File: config.mk
export PLATFORM = sky130hd
export DESIGN_NAME = lifo_1r1w
export DESIGN_NICKNAME = d
export VERILOG_FILES = /design/src/rtl/lifo_pkg.sv /design/src/rtl/ram_1r1w_sync.sv /design/src/rtl/lifo_1r1w.sv
export SDC_FILE = /design/constraint.sdc
export NUM_CORES = 1
export LEC_CHECK = 0
export CORE_MARGIN = 2
export CORE_UTILIZATION = 45
export CTS_CLUSTER_SIZE = 24
export DETAILED_ROUTE_END_ITERATION = 10
export GPL_TIMING_DRIVEN = 0
export PLACE_DENSITY_LB_ADDON = 0.2
export SLEW_MARGIN = 20
export SYNTH_ARGS = -nofsm -noshare
export SYNTH_HDL_FRONTEND = slang
export SYNTH_SLANG_ARGS = --single-unit
File: constraint.sdc
create_clock -name clk_i -period 3.3 [get_ports clk_i]
set_input_delay 0.825 -clock clk_i [delete_from_list [all_inputs] [get_ports clk_i]]
set_output_delay 0.825 -clock clk_i [all_outputs]
set_load 0.05 [all_outputs]
File: src/rtl/lifo_pkg.sv
// Shared types for the ready/valid stack: the per-cycle operation decoded
// from the push and pop handshakes.
package lifo_pkg;

  typedef enum logic [1:0] {
    OP_IDLE = 2'd0,
    OP_PUSH = 2'd1,
    OP_POP  = 2'd2,
    OP_SWAP = 2'd3
  } op_e;

  function automatic op_e decode_op(input logic push, input logic pop);
    case ({push, pop})
      2'b10:   decode_op = OP_PUSH;
      2'b01:   decode_op = OP_POP;
      2'b11:   decode_op = OP_SWAP;
      default: decode_op = OP_IDLE;
    endcase
  endfunction

endpackage

File: src/rtl/ram_1r1w_sync.sv
// One-write one-read RAM with a registered read port; a read and a write to
// the same address on the same edge return the old contents.
module ram_1r1w_sync #(
  parameter int width_p = 8,
  parameter int depth_p = 8,
  localparam int addr_w_lp = (depth_p > 1) ? $clog2(depth_p) : 1
) (
  input  logic                 clk_i,
  input  logic                 reset_i,
  input  logic                 w_v_i,
  input  logic [addr_w_lp-1:0] w_addr_i,
  input  logic [width_p-1:0]   w_data_i,
  input  logic                 r_v_i,
  input  logic [addr_w_lp-1:0] r_addr_i,
  output logic [width_p-1:0]   r_data_o
);

  logic [width_p-1:0] r_mem [depth_p];

  always_ff @(posedge clk_i) begin
    if (w_v_i) r_mem[w_addr_i] <= w_data_i;
  end

  always_ff @(posedge clk_i or posedge reset_i) begin
    if (reset_i)    r_data_o <= '0;
    else if (r_v_i) r_data_o <= r_mem[r_addr_i];
  end

endmodule

File: src/rtl/lifo_1r1w.sv
// Ready/valid LIFO stack: the top entry lives in a register, lower entries in
// a synchronous RAM, so data_o is valid with zero latency after any push/pop.
module lifo_1r1w
  import lifo_pkg::*;
#(
  parameter int width_p      = 8,
  parameter int depth_log2_p = 3
) (
  input  logic               clk_i,
  input  logic               reset_ni,
  input  logic [width_p-1:0] data_i,
  input  logic               valid_i,
  output logic               ready_o,
  output logic               valid_o,
  output logic [width_p-1:0] data_o,
  input  logic               ready_i
);

  localparam int                cap_lp = 1 << depth_log2_p;
  localparam logic [depth_log2_p:0] cap_c = (depth_log2_p + 1)'(cap_lp);

  logic [depth_log2_p:0]   r_count;
  logic [width_p-1:0]      r_top;
  logic [width_p-1:0]      r_byp_data;
  logic                    r_byp_v;

  logic                    w_push;
  logic                    w_pop;
  op_e                     w_op;
  logic [depth_log2_p:0]   w_count_next;
  logic [depth_log2_p-1:0] w_rd_addr;
  logic [depth_log2_p-1:0] w_wr_addr;
  logic                    w_wr_en;
  logic [width_p-1:0]      w_rd_data;

  // Flags come from the count alone, so a full stack refuses a push even
  // when a pop happens on the same edge.
  assign ready_o = (r_count != cap_c);
  assign valid_o = (r_count != '0);
  assign data_o  = r_top;

  assign w_push = valid_i & ready_o;
  assign w_pop  = valid_o & ready_i;
  assign w_op   = decode_op(w_push, w_pop);

  always_comb begin
    w_count_next = r_count;
    case (w_op)
      OP_PUSH: w_count_next = r_count + 1'b1;
      OP_POP:  w_count_next = r_count - 1'b1;
      default: w_count_next = r_count;
    endcase
  end

  // Read address targets entry count-2 of the next cycle; write spills the
  // old top into slot count-1 when something is already on the stack.
  assign w_rd_addr = w_count_next[depth_log2_p-1:0] - depth_log2_p'(2);
  assign w_wr_addr = r_count[depth_log2_p-1:0] - depth_log2_p'(1);
  assign w_wr_en   = (w_op == OP_PUSH) && (r_count != '0);

  ram_1r1w_sync #(
    .width_p (width_p),
    .depth_p (cap_lp)
  ) u_ram (
    .clk_i    (clk_i),
    .reset_i  (~reset_ni),
    .w_v_i    (w_wr_en),
    .w_addr_i (w_wr_addr),
    .w_data_i (r_top),
    .r_v_i    (1'b1),
    .r_addr_i (w_rd_addr),
    .r_data_o (w_rd_data)
  );

  always_ff @(posedge clk_i or negedge reset_ni) begin
    if (!reset_ni) begin
      r_count    <= '0;
      r_top      <= '0;
      r_byp_data <= '0;
      r_byp_v    <= 1'b0;
    end else begin
      r_count <= w_count_next;
      // The RAM read launched this edge misses the spill written on the same
      // edge, so the spilled value is held here for an immediate pop.
      r_byp_v <= w_wr_en;
      if (w_wr_en) r_byp_data <= r_top;
      case (w_op)
        OP_PUSH, OP_SWAP: r_top <= data_i;
        OP_POP:           r_top <= r_byp_v ? r_byp_data : w_rd_data;
        default:          r_top <= r_top;
      endcase
    end
  end

endmodule

# == Word-level counts from Yosys, hierarchy flattened ==
# Memories as Yosys holds them, arrays and structs flattened. A register that Yosys moved wholly into a read port is not among the register bits.
# Cells that the tools add are included.
# classes
reduce_logical,6
n_bitwise,2
n_eq_ne,7
n_mux,6
addsub,4
# ops
operator,n
$pmux W8 S2,1
$eq A2 B2 Y1 const B,4
$mux W8,1
$pmux W4 S2,1
$pmux W2 S3,1
$add A4 B1 Y4 const B,1
$eq A2 B1 Y1 const B,2
$ne A4 B4 Y1 const B,1
$reduce_bool A2 Y1,2
$reduce_bool A4 Y1,1
$sub A4 B1 Y4 const B,1
$sub A3 B1 Y3 const B,1
$sub A3 B2 Y3 const B,1
$and A1 B1 Y1,2
$mux W1,2
$reduce_or A2 Y1,1
$logic_and A1 B1 Y1,1
$logic_not A1 Y1,1
# word_totals
wordCells,31
in_bits,12
n_memories,1
regBits,21
ram_bits,64
# memory_table
memory,words,word_bits,read_ports,rd_ports_with_merged_regs,wr,line,rtl
u_ram.r_mem,8,8,1,1,1,ram_1r1w_sync.sv:18,logic [width_p-1:0] r_mem [depth_p];

# == Longest topological paths before layout ==
# Gate-level depths: netlist of the first run.
# depth
word_depth,8
depth_mapped,17
ltp_nobuf,13

# == Hierarchy ==
# From an unflattened synthesis of the first run, not the netlist that was laid out.
# unflattened
cells_unflattened,279
area_unflattened_um2,4112.7
# modules_own_cells
mod,cells_each,area_per_inst_um2,n_inst
ram_1r1w_sync,170,2865.2,1
lifo_1r1w,109,1247.4,1

# == Worst setup path before layout of the first run ==
# No wires, ideal clock.
# synth_timing
path_type,register to register
startpoint,register r_count[0]
endpoint,"register u_ram.r_data_o[0], read port of u_ram.r_mem"
setup_slack_ps,-688
arrival_ps,3863
n_path_buf,4
path_stages_with_launch,18
required_ps,3175
path_cell_list,dfrtp_1 -> buf_2 -> clkinv_1 -> buf_1 -> ha_1 -> nand3_1 -> nand2_1 -> inv_1 -> ha_1 -> xor2_1 -> ha_1 -> and2_1 -> buf_2 -> buf_2 -> a221oi_1 -> o22a_1 -> mux2i_1 -> mux2_2
# synth_between
elab_chain_len,7
# synth_lines
item,line,rtl
from (decl),lifo_1r1w.sv:22,logic [depth_log2_p:0] r_count;
from (signal assigned),lifo_1r1w.sv:82,r_count <= w_count_next;
$reduce_bool A4 Y1 (*),lifo_1r1w.sv:39,assign valid_o = (r_count != '0);
via valid_o,lifo_1r1w.sv:14,"output logic valid_o,"
$and A1 B1 Y1 (*),lifo_1r1w.sv:43,assign w_pop = valid_o & ready_i;
$eq A2 B2 Y1 or $eq A2 B1 Y1 (tied branches),lifo_pkg.sv:13,"case ({push, pop})"
$pmux W2 S3 (*),lifo_pkg.sv:13,
$eq A2 B2 Y1 or $eq A2 B1 Y1 (tied branches),lifo_1r1w.sv:48,case (w_op)
$pmux W4 S2 (*),lifo_1r1w.sv:48,
$sub A3 B2 Y3 (*),lifo_1r1w.sv:57,assign w_rd_addr = w_count_next[depth_log2_p-1:0] - depth_log2_p'(2);
to (decl),ram_1r1w_sync.sv:15,output logic [width_p-1:0] r_data_o
# Mark *: on every way through the listed nets, which the timed path passes. The rest lies on a longest branch.
# A chain may end at the register's enable or synchronous reset.

# == Worst setup path in the final report of the first run ==
# layout_timing
startpoint,register r_count[0]
endpoint,"register u_ram.r_data_o[0], read port of u_ram.r_mem"
# layout_between
elab_chain_len,7
# layout_lines
item,line
$ne A4 B4 Y1 or $reduce_bool A4 Y1 (tied branches),"lifo_1r1w.sv:38, lifo_1r1w.sv:39"
$and A1 B1 Y1 (on tied branches),"lifo_1r1w.sv:42, lifo_1r1w.sv:43"
$eq A2 B2 Y1 or $eq A2 B1 Y1 (tied branches),lifo_pkg.sv:13
$pmux W2 S3,lifo_pkg.sv:13
$eq A2 B2 Y1 or $eq A2 B1 Y1 (tied branches),lifo_1r1w.sv:48
$pmux W4 S2 (*),lifo_1r1w.sv:48
$sub A3 B2 Y3 (*),lifo_1r1w.sv:57
# Every way passes the cells marked *; elsewhere a longest branch is shown, timed or not.

==> results of run 1 <==
-- final timing paths --
kind	end	slack, ns	start
max	u_ram.r_data_o[0]$_DFF_PN0_	0.16	r_count[0]$_DFF_PN0_
min	u_ram.r_data_o[5]$_DFF_PN0_	0.48	reset_ni
max in group asynchronous	r_count[0]$_DFF_PN0_	2.38	reset_ni
max reg2reg	u_ram.r_data_o[0]$_DFF_PN0_	0.16	r_count[0]$_DFF_PN0_
min reg2reg	r_byp_data[2]$_DFFE_PN0P_	0.51	r_byp_data[2]$_DFFE_PN0P_
min in group clk_i	r_byp_data[2]$_DFFE_PN0P_	0.51	r_byp_data[2]$_DFFE_PN0P_
-- worst reg2reg max path, delay by kind of cell, from the launching register on --
kind                     cells  cell delay (ns)
XOR/XNOR                     1             0.15
multiplexers                 2             0.38
AO/OA/AOI/OAI                2             0.50
AND/OR/NAND/NOR              3             0.39
buffers and inverters        5             0.57
flip-flops                   1             0.40
adder cells (fa/ha/maj)      3             0.65
-- cells by family (layout without fill, tap and decap cells) --
logic type | Yosys count | count (layout)
buf+inv | 30 | 70
compound gates | 62 | 62
mux | 57 | 57
simple gates | 42 | 42
flops | 93 | 93
xor+xnor | 5 | 5
fa+ha+maj | 6 | 6
-- sequential cells by signal, indices dropped and copies added (netlist names) --
signal / flops
u_ram.r_mem: 64
data_o: 8
r_byp_data: 8
u_ram.r_data_o: 8
r_count: 4
r_byp_v: 1
-- metrics by stage --
step / area (sq um) / hold WS [ns]
2_1_floorplan: 4255 / 0.4792
3_5_place_dp: 4609 / 0.4954
3_3_place_gp: 4604 / 0.4869
5_1_grt: 4992 / 0.5332
4_1_cts: 4888 / 0.5016
6_report: 4992 / 0.4832
-- power by group through the flow --
stage          combinational [mW]  clock (mW)  sequential (mW)
2_1_floorplan                1.88           0             1.94
3_3_place_gp                 2.60           0             1.86
3_5_place_dp                 2.65           0             1.87
4_1_cts                      2.76       0.786             1.85
5_1_grt                      3.13       0.835             1.90
6_report                     2.88       0.776             1.86
-- cell usage in the layout (no fill, tap or decap), types with 4 or more instances in the layout --
cell type,instances
a221oi_1,21
a221oi_2,10
buf_2,4
buf_4,6
buf_6,5
clkbuf_1,5
clkbuf_8,10
clkdlybuf4s50_1,20
dfrtp_1,29
edfxtp_1,64
ha_1,4
inv_1,8
mux2_2,16
mux2i_1,40
nand2_1,22
nor2_1,6
o21ai_0,18
o22a_1,8
-- metal layers --
metal | share of wire | track usage | vias to the layer above
met5 | 0 | 0 | -
met3 | 0.039 | 0.02635 | 18
li1 | - | - | 1208
met4 | 0.018 | 0.06428 | 0
met2 | 0.49 | 0.3072 | 70
met1 | 0.46 | 0.2663 | 1261
-- final cells by class --
type	count	area [sq um]	area share
inverters	10	42.54	0.008521
plain buffers	19	148.9	0.02982
clock buffers	10	137.6	0.02757
clock inverters	6	68.82	0.01378
well taps	111	138.9	0.02782
multi-input cells	172	1573	0.3150
flip-flops and latches	93	2648	0.5303
repair buffers	25	235.2	0.04712
-- what timing repair did --
item,in CTS,in global routing
setup endpoints to repair,9,8
pin swaps,5,4
buffers inserted,1,3
resized for setup,15,19
gates cloned,0,0
==> summary.md, run 1 <==
| Metric | Value |
|---|---|
| Status | finished, final reports clean |
| LEAKAGE | 1.848 nW |
| Final WS setup | 0.1620 ns |
| Synth Area in Compound Gates | 0.1133 |
| Main synth FF type | edfxtp_1 |
| Net count after synthesis | 313 |
| Post-layout nets | 348 |
| Worst-Skew Late Latency | 0.36 ns |
| Placed Cells incl. Taps | 427 |
| Vert. Die Dim | 100.7 microns |
| GP Congestion | 0.7524 |
| CTS tree | built |
| Synth Area in Simple Gates | 0.04343 |
| Synth top area cells | edfxtp_1 (46%), dfrtp_1 (17%), mux2i_1 (9.5%) |
| Non-Filler Instances | 446 |
| Tightest Hold Check Type | primary input to async pin |
| Setup TNS | 0 ns |
| Cell taking the most area after synthesis | edfxtp_1 |
| Layout cell share with drive strength beyond 1 | 0.2358 |
| Clock Pin Slew Worst Setup and Hold Paths | 0.10 ns |
| Crit path launch type | flop |
| Rel. slew slack | 0.4128 |
| Cell-internal power | 3.315 mW |
| Critical path fanouts, max | 10 |
| Total Routing Usage GR | 0.1902 |
| Total design power | 5.520 mW |
| Combinational power share | 0.523 |
| YS warnings | 0 |
| Levels on crit path | 16 |
| CP Buf/Inv Count | 5 |
| Htree depth | 3 |
| Post-route antenna net violation count | 0 |
| Ports | 22 |
| Syn Inst Count | 295 |
| Worst Max-Slew Pin Slew | 0.8776 ns |
| Diodes inserted | 0 |
| Final Util | 0.5455 |
| Clock power share | 0.141 |
| Cells along the critical path | buf_6, clkinv_4, buf_8, ha_4, nand3_4, nand2_2, inv_2, ha_4, xor2_2, ha_1, and2_4, buf_6, a221oi_1, o22a_1, mux2i_1, mux2_2 |
| Area grow syn2layout | 18.68% |
| Period utilization | 0.9509 |
| Sequential Power Share | 0.337 |
| Post-CTS Hold Buffers | 0 |
| Period minus WS final | 3.138 ns |
| Vias | 2557 |
| Post-synth EDFFs | 64 |
| Max-slew violations | 0 |
| Sequential share of the synthesized area | 0.6294 |
| Async set-reset flop share out of synthesis | 0.3118 |
| Worst Path Arrival | 3.38 ns |
| Total wire length | 8.779 mm |
| Maxcap violations | 0 |
| Core area | 9153 sq um |
| Post-Synth Adder-Cell Area | 0.01785 |
| Required @ worst endpoint | 3.54 ns |
| Worst vdd ir | 0.0005164 V |
| Delay-heaviest family, CP | adder cells |
| Top cells by count, synth | edfxtp_1 (64), mux2i_1 (40), a221oi_1 (32), dfrtp_1 (29), nand2_1 (24) |
| CTS buffer count | 9 |
| Number of unique standard cell types used by synthesis | 34 |
| Starting Density | 0.4596 |
| CTS Root Cell | clkbuf_8 |
| Top cell type's share of synthesized area | 0.4569 |
| # DRC | 0 |
| CP peak stage delay | 0.40 ns |
| WL/cell | 19.68 microns |
| DRT Pass-1 Iters | 4 |
| Rows | 35 |
| Psw | 2.204 mW |
| Initial DRC count | 208 |
| Count leader, synth | edfxtp_1 |
| Crit. End Element | flop |
| Mean post-synth cell area | 14.26 sq um |
| Post-DP HPWL | 6.027 mm |
| Largest family of logic cells by synthesized area | multiplexers |
| Layout Skew | 0.01129 ns |
| Crit-path slowest cell | dfrtp_1 |
| Crit Path Category | flop to flop |
| Multiplexer area fraction after synthesis | 0.1413 |
| Power Dens Cells | 1106 nW/um^2 |
| Worst R2R Path Depth | 16 |
| Final setup viols | 0 |
| Post-Syn Area | 4207 sq um |
| Net Sw Frac | 0.3994 |
| Vias in the first global route | 2613 |
| Vias per cell | 5.733 |
| Port buffer count | 21 |
| Clock sink total | 93 |
| Deepest clock path buffer count | 2 |
| Post-Synth XOR/XNOR Area | 0.01666 |
| Die X-Extent | 100.7 microns |
| Fmax | 0.3187 GHz |
| First-pass GRT wire length | 14.34 mm |
| Initial antenna violation count | 0 |
| Die area | 10140 sq um |
| Yosys reg bits | 93 |
| Largest net degree at the start of global routing | 30 |
| Final hold violations | 0 |
| Grt ovf | 0 |
| Place WS | -0.4897 ns |
| Filler Cells Inserted | 734 |
(Power assumes the default switching activity.)
==> run 2, diff against run 1 <==
CTS_CLUSTER_SIZE = unset   (was 24)
==> results of run 2 <==
The final DEF is identical to that of run 1; final timing and power are the same.
==> run 3, diff against run 2 <==
CORE_MARGIN = 3   (was 2)
==> run 3 against run 2 <==
Compared with the run above:
- routed wire length fell by 3.1%
- core utilization rose by 0.59 points
- clock skew barely moved
- final area fell by 1.8%
- global-route usage fell by 1.7 points
- first-iteration DRC count fell by 55%
- critical path type unchanged
==> summary.md, run 3 (synthesis gave the netlist of run 1 again) <==
| Metric | Value |
|---|---|
| Status | finished, final reports clean (unchanged) |
| Finished Cell Area | 4902 sq um (was 4992 sq um) |
| Rel. slew slack | 0.4504 (was 0.4128) |
| WL/cell | 19.24 microns (was 19.68 microns) |
| Psw | 2.109 mW (was 2.204 mW) |
| Crit path launch type | flop (unchanged) |
| Period minus WS final | 3.140 ns (was 3.138 ns) |
| Non-Filler Instances | 442 (was 446) |
| Worst Max-Slew Pin Slew | 0.8213 ns (was 0.8776 ns) |
| Core area | 8891 sq um (was 9153 sq um) |
| Die X-Extent | 102.7 microns (was 100.7 microns) |
| Layout cell share with drive strength beyond 1 | 0.2036 (was 0.2358) |
| Starting Density | 0.4731 (was 0.4596) |
| Clock sink total | 93 (unchanged) |
| Vert. Die Dim | 102.7 microns (was 100.7 microns) |
| Final setup viols | 0 (unchanged) |
| Max-slew violations | 0 (unchanged) |
| Grt ovf | 0 (unchanged) |
| Area grow syn2layout | 16.54% (was 18.68%) |
| R2r setup slk | 0.16 ns (about the same) |
| Wire length on met1 | 4.024 mm (was 4.019 mm) |
| Vias per cell | 5.710 (was 5.733) |
| Post-DP HPWL | 5.762 mm (was 6.027 mm) |
| Post-Place Cell Area | 4606 sq um (was 4609 sq um) |
| Setup TNS | 0 ns (unchanged) |
| Initial antenna violation count | 0 (unchanged) |
| Post-route antenna net violation count | 0 (unchanged) |
| CTS buffer count | 9 (unchanged) |
| Worst Path Arrival | 3.38 ns (about the same) |
| Final Util | 0.5514 (was 0.5455) |
| Sequential cell area | 2648 sq um (unchanged) |
| Crit. End Element | flop (unchanged) |
| Filler Cells Inserted | 752 (was 734) |
| Largest Register | u_ram.r_mem (unchanged) |
| Net Sw Frac | 0.3935 (was 0.3994) |
| Initial DRC count | 93 (was 208) |
| Total wire length | 8.506 mm (was 8.779 mm) |
| Clock Pin Slew Worst Setup and Hold Paths | 0.09 ns (was 0.10 ns) |
| Power Dens Cells | 1093 nW/um^2 (was 1106 nW/um^2) |
| Deepest clock path buffer count | 2 (unchanged) |
| Htree depth | 3 (unchanged) |
| Cell-internal power | 3.251 mW (was 3.315 mW) |
| Most frequent cells in the layout | edfxtp_1 (64), mux2i_1 (40), a221oi_1 (29), dfrtp_1 (29), nand2_1 (22) (was edfxtp_1 (64), mux2i_1 (40), dfrtp_1 (29)) |
| Total Routing Usage GR | 0.1732 (was 0.1902) |
| First-pass GRT wire length | 13.50 mm (was 14.34 mm) |
| Area of the multi-input gates | 1504 sq um (was 1573 sq um) |
| LEAKAGE | 1.818 nW (was 1.848 nW) |
| Reg-to-reg endpoint | u_ram.r_data_o[3]$_DFF_PN0_ (was u_ram.r_data_o[0]$_DFF_PN0_) |
| Place WS | -0.4615 ns (was -0.4897 ns) |
| Vias | 2524 (was 2557) |
| Reg2reg start | r_count[0]$_DFF_PN0_ (unchanged) |
| Worst R2R Path Depth | 14 (was 16) |
| Fmax | 0.3184 GHz (was 0.3187 GHz) |
| Ports | 22 (unchanged) |
| Max FFs per register | 64 (unchanged) |
| CP most frequent cell | buf_2 |
| DRT Pass-1 Iters | 4 (unchanged) |
| Period utilization | 0.9516 (was 0.9509) |
| Crit Path Category | flop to flop (unchanged) |
| Cells along the critical path | buf_6, clkinv_4, buf_8, ha_4, nand3_4, nand2_2, ha_1, buf_2, nor2_1, buf_2, a221oi_1, o22a_1, mux2i_1, mux2_2 (was buf_6, clkinv_4, buf_8, ha_4, nand3_4, nand2_2, inv_2, ha_4, xor2_2, ha_1, and2_4, buf_6, a221oi_1, o22a_1, mux2i_1, mux2_2) |
| Min Hold Slack | 0.5015 ns (was 0.4832 ns) |
| CTS tree | built (unchanged) |
| Required @ worst endpoint | 3.53 ns (was 3.54 ns) |
| Maxcap violations | 0 (unchanged) |
| Commonest non-fill, non-tap cell in the layout | edfxtp_1 (unchanged) |
| Largest net degree at the start of global routing | 30 (unchanged) |
| Worst vdd ir | 0.0005369 V (was 0.0005164 V) |
| CP peak stage delay | 0.38 ns (was 0.40 ns) |
| Placed Cells incl. Taps | 424 (was 427) |
| Crit-path slowest cell | dfrtp_1 (unchanged) |
| Final WS setup | 0.1597 ns (was 0.1620 ns) |
| Critical path fanouts, max | 10 (unchanged) |
| Worst-Skew Late Latency | 0.35 ns (was 0.36 ns) |
| Clock power share | 0.142 (was 0.141) |
| Layout Skew | 0.01145 ns (was 0.01129 ns) |
| Final hold violations | 0 (unchanged) |
| Post-CTS Hold Buffers | 0 (unchanged) |
| Port buffer count | 21 (unchanged) |
| CTS Root Cell | clkbuf_8 (unchanged) |
| Post-layout nets | 347 (was 348) |
| Vias in the first global route | 2510 (was 2613) |
| # DRC | 0 (unchanged) |
| Tightest Hold Check Type | primary input to async pin (unchanged) |
| Detail Route met3 WL | 223 microns (was 339 microns) |
| Diodes inserted | 0 (unchanged) |
| GP Congestion | 0.7180 (was 0.7524) |
| Die area | 10540 sq um (was 10140 sq um) |
| DR WL met2 | 4.127 mm (was 4.265 mm) |
| Combinational power share | 0.512 (was 0.523) |
| Rows | 34 (was 35) |
| Total design power | 5.360 mW (was 5.520 mW) |
| DR top layer | met4 (unchanged) |
| Sequential Power Share | 0.346 (was 0.337) |
-- run 3: how the worst max path moves through the flow --
stage / from / end / cells after the start
finish: r_count[0]$_DFF_PN0_ / u_ram.r_data_o[3]$_DFF_PN0_ / 14
global route: r_count[0]$_DFF_PN0_ / u_ram.r_data_o[3]$_DFF_PN0_ / 14
CTS: r_count[0]$_DFF_PN0_ / u_ram.r_data_o[7]$_DFF_PN0_ / 17
detailed placement: ready_i / u_ram.r_data_o[7]$_DFF_PN0_ / 11
global placement: ready_i / u_ram.r_data_o[7]$_DFF_PN0_ / 11
floorplan: r_count[0]$_DFF_PN0_ / u_ram.r_data_o[0]$_DFF_PN0_ / 17
-- run 3: power groups by stage --
stage,clock network [mW],logic (mW),registers (mW)
CTS,0.767,2.70,1.85
global placement,0,2.57,1.85
detailed placement,0,2.62,1.87
floorplan,0,1.88,1.94
global route,0.810,2.98,1.89
finish,0.759,2.75,1.85
-- run 3: layout make-up --
class,count,share of cell area
clock inverters,6,0.01429
repair buffers,25,0.04798
clock buffers,10,0.02603
multi-input cells,172,0.3068
inverters,10,0.008678
well taps,108,0.02757
plain buffers,18,0.02859
flip-flops and latches,93,0.5401
-- run 3: per-layer routing --
metal / up-vias / global-route usage
met5: - / 0
met4: 0 / 0.05752
met3: 14 / 0.02300
met2: 50 / 0.2790
met1: 1249 / 0.2443
li1: 1211 / -
-- run 3: worst max-delay path: cells and delay by family, from the launching register on --
kind | cells | cell delay (ns)
muxes | 2 | 0.38
DFF | 1 | 0.38
buffers and inverters | 5 | 0.82
adders and majority gates | 2 | 0.49
AOI/OAI and AO/OA | 2 | 0.59
and+or+nand+nor | 3 | 0.35
-- run 3: timing repair --
| action | 4_1_cts | 5_1_grt |
|---|---|---|
| setup buffers | 1 | 3 |
| gates resized for setup | 11 | 9 |
| pin swaps | 2 | 4 |
| endpoints found under the setup margin | 9 | 8 |
